`src/rtl/pe_accum_f32.sv`:
```
// -----------------------------------------------------------------------------
// pe_accum_f32
//
// Sequential accumulation controller for one processing element. It sits
// directly upstream of a purely combinational single-precision adder
// (add_f32). Elements arrive over a valid/ready handshake. Each one is
// registered onto the adder operands together with the running sum, and the
// adder result is captured back into the running sum on the following edge.
// When the element flagged in_last has been folded in, the total, the element
// count and a sticky NaN flag are offered on a valid/ready result port.
//
// Ports
//   clk        in   1      single clock, rising edge
//   rst        in   1      synchronous, active-high reset
//   in_valid   in   1      in_data / in_last valid
//   in_ready   out  1      element can be accepted this cycle
//   in_data    in   WIDTH  float element
//   in_last    in   1      element closes the current accumulation
//   add_a      out  WIDTH  adder operand a (registered running sum)
//   add_b      out  WIDTH  adder operand b (registered element)
//   add_sum    in   WIDTH  combinational add_f32(add_a, add_b)
//   out_valid  out  1      result available
//   out_ready  in   1      consumer takes the result
//   out_data   out  WIDTH  accumulated sum
//   out_count  out  CNT_W  elements accumulated (saturating)
//   out_nan    out  1      some intermediate add_sum was a NaN
//
// State table
//   ST_ACC | idle / waiting for the next element, in_ready = 1
//   ST_SUM | adder operands stable, capture add_sum into the running sum
//   ST_OUT | result presented, waiting for out_ready
// -----------------------------------------------------------------------------
module pe_accum_f32 #(
  parameter int WIDTH = 32,
  parameter int CNT_W = 16
) (
  input  logic             clk,
  input  logic             rst,
  input  logic             in_valid,
  output logic             in_ready,
  input  logic [WIDTH-1:0] in_data,
  input  logic             in_last,
  output logic [WIDTH-1:0] add_a,
  output logic [WIDTH-1:0] add_b,
  input  logic [WIDTH-1:0] add_sum,
  output logic             out_valid,
  input  logic             out_ready,
  output logic [WIDTH-1:0] out_data,
  output logic [CNT_W-1:0] out_count,
  output logic             out_nan
);

  typedef enum logic [1:0] {
    ST_ACC = 2'd0,
    ST_SUM = 2'd1,
    ST_OUT = 2'd2
  } state_t;

  state_t             r_state;
  state_t             w_next;

  logic [WIDTH-1:0]   r_acc;
  logic [WIDTH-1:0]   r_add_a;
  logic [WIDTH-1:0]   r_add_b;
  logic [CNT_W-1:0]   r_cnt;
  logic               r_last;
  logic               r_nan;

  logic               w_in_ready;
  logic               w_accept;
  logic               w_release;
  logic               w_sum_nan;
  logic               w_cnt_max;

  localparam logic [CNT_W-1:0] CNT_ONE = {{(CNT_W-1){1'b0}}, 1'b1};

  // in_ready is gated by rst so it reads 0 during the reset cycle even when
  // the state register has not yet been forced back to ST_ACC.
  assign w_in_ready = (r_state == ST_ACC) && !rst;
  assign w_accept   = in_valid && w_in_ready;
  assign w_release  = (r_state == ST_OUT) && out_ready;

  // Any NaN encoding: exponent all ones with a non-zero mantissa.
  assign w_sum_nan  = (&add_sum[30:23]) && (|add_sum[22:0]);
  assign w_cnt_max  = &r_cnt;

  // ---------------------------------------------------------------------------
  // State register
  // ---------------------------------------------------------------------------
  always_ff @(posedge clk) begin
    if (rst) begin
      r_state <= ST_ACC;
    end else begin
      r_state <= w_next;
    end
  end

  // ---------------------------------------------------------------------------
  // Next-state logic
  // ---------------------------------------------------------------------------
  always_comb begin
    w_next = r_state;
    case (r_state)
      ST_ACC: begin
        if (w_accept) begin
          w_next = ST_SUM;
        end
      end
      ST_SUM: begin
        if (r_last) begin
          w_next = ST_OUT;
        end else begin
          w_next = ST_ACC;
        end
      end
      ST_OUT: begin
        if (out_ready) begin
          w_next = ST_ACC;
        end
      end
      default: begin
        w_next = ST_ACC;
      end
    endcase
  end

  // ---------------------------------------------------------------------------
  // Operand registers: loaded only on an accepted element so the adder inputs
  // stay stable through ST_SUM.
  // ---------------------------------------------------------------------------
  always_ff @(posedge clk) begin
    if (rst) begin
      r_add_a <= '0;
      r_add_b <= '0;
      r_last  <= 1'b0;
    end else if (w_accept) begin
      r_add_a <= r_acc;
      r_add_b <= in_data;
      r_last  <= in_last;
    end
  end

  // ---------------------------------------------------------------------------
  // Running sum, element counter and sticky NaN flag
  // ---------------------------------------------------------------------------
  always_ff @(posedge clk) begin
    if (rst) begin
      r_acc <= '0;
      r_cnt <= '0;
      r_nan <= 1'b0;
    end else if (r_state == ST_SUM) begin
      r_acc <= add_sum;
      if (!w_cnt_max) begin
        r_cnt <= r_cnt + CNT_ONE;
      end
      if (w_sum_nan) begin
        r_nan <= 1'b1;
      end
    end else if (w_release) begin
      r_acc <= '0;
      r_cnt <= '0;
      r_nan <= 1'b0;
    end
  end

  // ---------------------------------------------------------------------------
  // Outputs
  // ---------------------------------------------------------------------------
  assign in_ready  = w_in_ready;
  assign add_a     = r_add_a;
  assign add_b     = r_add_b;
  assign out_valid = (r_state == ST_OUT);
  assign out_data  = r_acc;
  assign out_count = r_cnt;
  assign out_nan   = r_nan;

endmodule

```
`config.mk`:
```
export PLATFORM = sky130hd
export DESIGN_NAME = pe_accum_f32
export DESIGN_NICKNAME = d
export VERILOG_FILES = /design/src/rtl/pe_accum_f32.sv
export SDC_FILE = /design/constraint.sdc
export NUM_CORES = 1
export LEC_CHECK = 0
export ABC_AREA = 1
export CORE_UTILIZATION = 30
export CTS_CLUSTER_SIZE = 24
export DETAILED_ROUTE_END_ITERATION = 8
export PLACE_DENSITY = 0.56
export SETUP_SLACK_MARGIN = 0.4
export SLEW_MARGIN = 20
export SYNTH_ARGS = -nofsm -noshare
export SYNTH_HDL_FRONTEND = slang
export SYNTH_SLANG_ARGS = --single-unit
```
`constraint.sdc`:
```
create_clock -name clk -period 1.65 [get_ports clk]
set_input_delay 0.165 -clock clk [delete_from_list [all_inputs] [get_ports clk]]
set_output_delay 0.165 -clock clk [all_outputs]
set_load 0.02 [all_outputs]
```
==> metrics.cfg <==
[run_status]
outcome=completed

[setup_path]
crit_type=reg2reg
worstPathMaxFanout=4
worstSetupEndpointType=flip-flop
worst_path_most_repeated_cell=sky130_fd_sc_hd__nand2_1
cp_slowest_cell=sky130_fd_sc_hd__dfxtp_4
cp_data_required_time_ns=2.00
path_cells=ha_4, nand2_4, nor2_4, nand2_2, o21ai_4, buf_12, nand3_4, inv_4, nand2_1, nand2_1
critical_path.startpoint_type=flip-flop
slowest_delay_ns=0.37
critical_path_arrival_ns=1.83

[sta]
worst_clock_skew_ns=0.008265
final_critical_path_setup_slack_ns=0.1710
max-slew-margin-rel_pct=61.46
final.min_clock_period_ns=1.479
fmax_ghz=0.6762
final.period_utilization_pct=89.63
finalHoldViolations=0
max_slew.worst_pin.slew_ns=0.5781
grt_setup_unrepaired=true
setup_viol_count_final=0
totalNegativeSetupSlack_ns=0
maxSlewViolCount=0

[die]
i_o_pin_count=184
initial_core_util_pct=30.75
core_region_area_um2=15940
die_area_um2=16860
y_dimension_of_the_die_um=129.8
dieWidth_um=129.8
rows=46

[grt]
antenna_found_initial=0
final_global_route_overflow_total=0
grt_start_max_net_pins=48
first_global_vias=4788
grt_first_pass_wirelength_mm=25.43
track_usage_pct=20.07

[cts]
cts.htree.levels=4
tritoncts_buffers=17
maximum_buffer_depth_of_the_clock_tree=2
cts-hold-fix-buffers=0
clock_sinks=116
root_buffer_selected_by_cts=sky130_fd_sc_hd__clkbuf_16
worstSkewPairLatency_ns=0.41
cts.reportedPaths.clkPinSlew_ns=0.05
cts_tree=built

[routing]
final_antenna_net_count=0
drcViolationCount=0
dr.first_iter.drc_count=267
route.detailed.vias_per_inst=4.701
avgRoutedWirePerCell_um=16.71
drt_first_pass_iters=5
totalWireLength_mm=18.03
dr_total_vias=5072

[final_layout]
fin_nets=920
sequential_cell_area_um2=2371
drive_gt1_share_pct=51.80
antenna_cells_inserted=0
n_fill_cell=1464
multi_input_gate_area_in_the_final_layout_um2=2731
areaGrowthSynthToFinish_pct=76.34

[synth]
synthArstFlopShare_pct=0
synth-seq-cells=116
yosys.area.top_type_share_pct=47.37
synth.yosys.warnings=0
synth.cells.most_frequent=164 x sky130_fd_sc_hd__nand2_1, 116 x sky130_fd_sc_hd__dfxtp_1, 48 x sky130_fd_sc_hd__inv_1
netlist-cell-type-count=31
mappedNetlistNets=679
netlist_instances=609
synth.most_common_cell=sky130_fd_sc_hd__nand2_1
avgSynthCellArea_um2=8.050
synth_area_leaders=sky130_fd_sc_hd__dfxtp_1 47%, sky130_fd_sc_hd__nand2_1 13%, sky130_fd_sc_hd__a21oi_2 6.8%
synth_seq_area_share_pct=47.37
synth_enable_flop_cells=0
synthFlopType=sky130_fd_sc_hd__dfxtp_1
synth.cell_area_um2=4902
netlist.top_cell.by_area=sky130_fd_sc_hd__dfxtp_1

[power]
power_density_nw_per_um2=913.1
ir_worst_vdd_v=0.0006442
p_leak_uw=0.003747

[place]
routability_congestion_estimate=0.8340
detailed_place_hpwl_mm=10.67
placement.setup.worst_slack_ns=0.01509
io_buffers=183

[hold_path]
hold_path.class=in2reg

[run]
drv.max_cap_violation_count=0

-- logic make-up after synthesis --
kind of cell / Yosys count / synth area share, %
xor gates and xnor gates: 1 / 0.1787
adders and majority gates: 1 / 0.2552
buffers and inverters: 86 / 8.959
DFF: 116 / 47.37
AOI/OAI and AO/OA: 111 / 15.19
and+or+nand+nor: 294 / 28.05
-- state kept, by name, summed over array words and instances (netlist names) --
signal / cells
add_a: 32
add_b: 32
out_data: 32
out_count: 16
r_state: 2
out_nan: 1
r_last: 1
-- final timing paths --
path	slack, ns	to	startpoint	depth (start not counted)
worst max-delay path	0.17	out_count[13]$_SDFFE_PP0P_	out_count[0]$_SDFFE_PP0P_	10
worst min-delay path	0.27	out_nan$_SDFFE_PP0P_	rst	3
worst max register to register	0.17	out_count[13]$_SDFFE_PP0P_	out_count[0]$_SDFFE_PP0P_	10
worst min register to register	0.46	add_a[3]$_SDFFE_PP0P_	add_a[3]$_SDFFE_PP0P_	2
-- power breakdown --
part	internal [µW]	switching, µW
Sequential	2890	79.6
Combinational	557	613
Clock	2410	1350
-- layout make-up --
cell class | count | share of cell area [%]
clock inverter | 13 | 1.824
multi-input combinational | 407 | 31.60
timing repair inverter | 4 | 0.4921
inverter | 54 | 2.866
timing repair buffer | 250 | 27.54
sequential | 116 | 27.43
tap | 216 | 3.126
clock buffer | 19 | 5.124
-- what timing repair did --
| action | in CTS | in global routing |
|---|---|---|
| pin swaps | 14 | 44 |
| gates cloned | 10 | 9 |
| setup endpoints to repair | 228 | 204 |
| resized for setup | 350 | 280 |
| buffers inserted | 15 | 18 |
-- routing by layer --
layer	GRT usage [%]	share of wire, %	wire, µm	up-vias
met2	32.40	47	8559	160
li1	-	-	-	2477
met3	6.396	5.7	1029	21
met1	25.16	45	8111	2414
met5	0	0	0	-
met4	6.977	1.8	332	0
-- layout by cell type, fill, tap and decap left out, drive strengths merged --
master / instances
a21oi: 78
a32o: 7
buf: 112
bufinv: 3
clkbuf: 74
clkdlybuf4s15: 16
clkdlybuf4s50: 67
clkinv: 8
clkinvlp: 4
dfxtp: 116
ha: 1
inv: 56
nand2: 209
nand3: 46
nand3b: 2
nand4: 10
nor2: 22
nor3: 3
o21ai: 26
or2: 2
xor2: 1
-- critical path, delay by kind of cell (launching register included) --
kind	cells	cell delay [ns]
and+or+nand+nor	6	0.44
buffers and inverters	2	0.23
DFF	1	0.37
adders and majority gates	1	0.15
AOI/OAI and AO/OA	1	0.23
-- stage by stage --
step           cells  power [µW]  cell area, µm²  util [%]  hold slack, ns
3_5_place_dp     995        3874            6993     43.86          0.4567
4_1_cts         1052        7775            8158     51.17          0.2362
5_1_grt         1079        8176            8645     54.22          0.2640
6_report        1079        7893            8645     54.22          0.2683
2_1_floorplan    609        3451            4970         -          0.2871
3_3_place_gp     995        3867            6993     43.86          0.4539
Power figures use the tool's default switching activity.
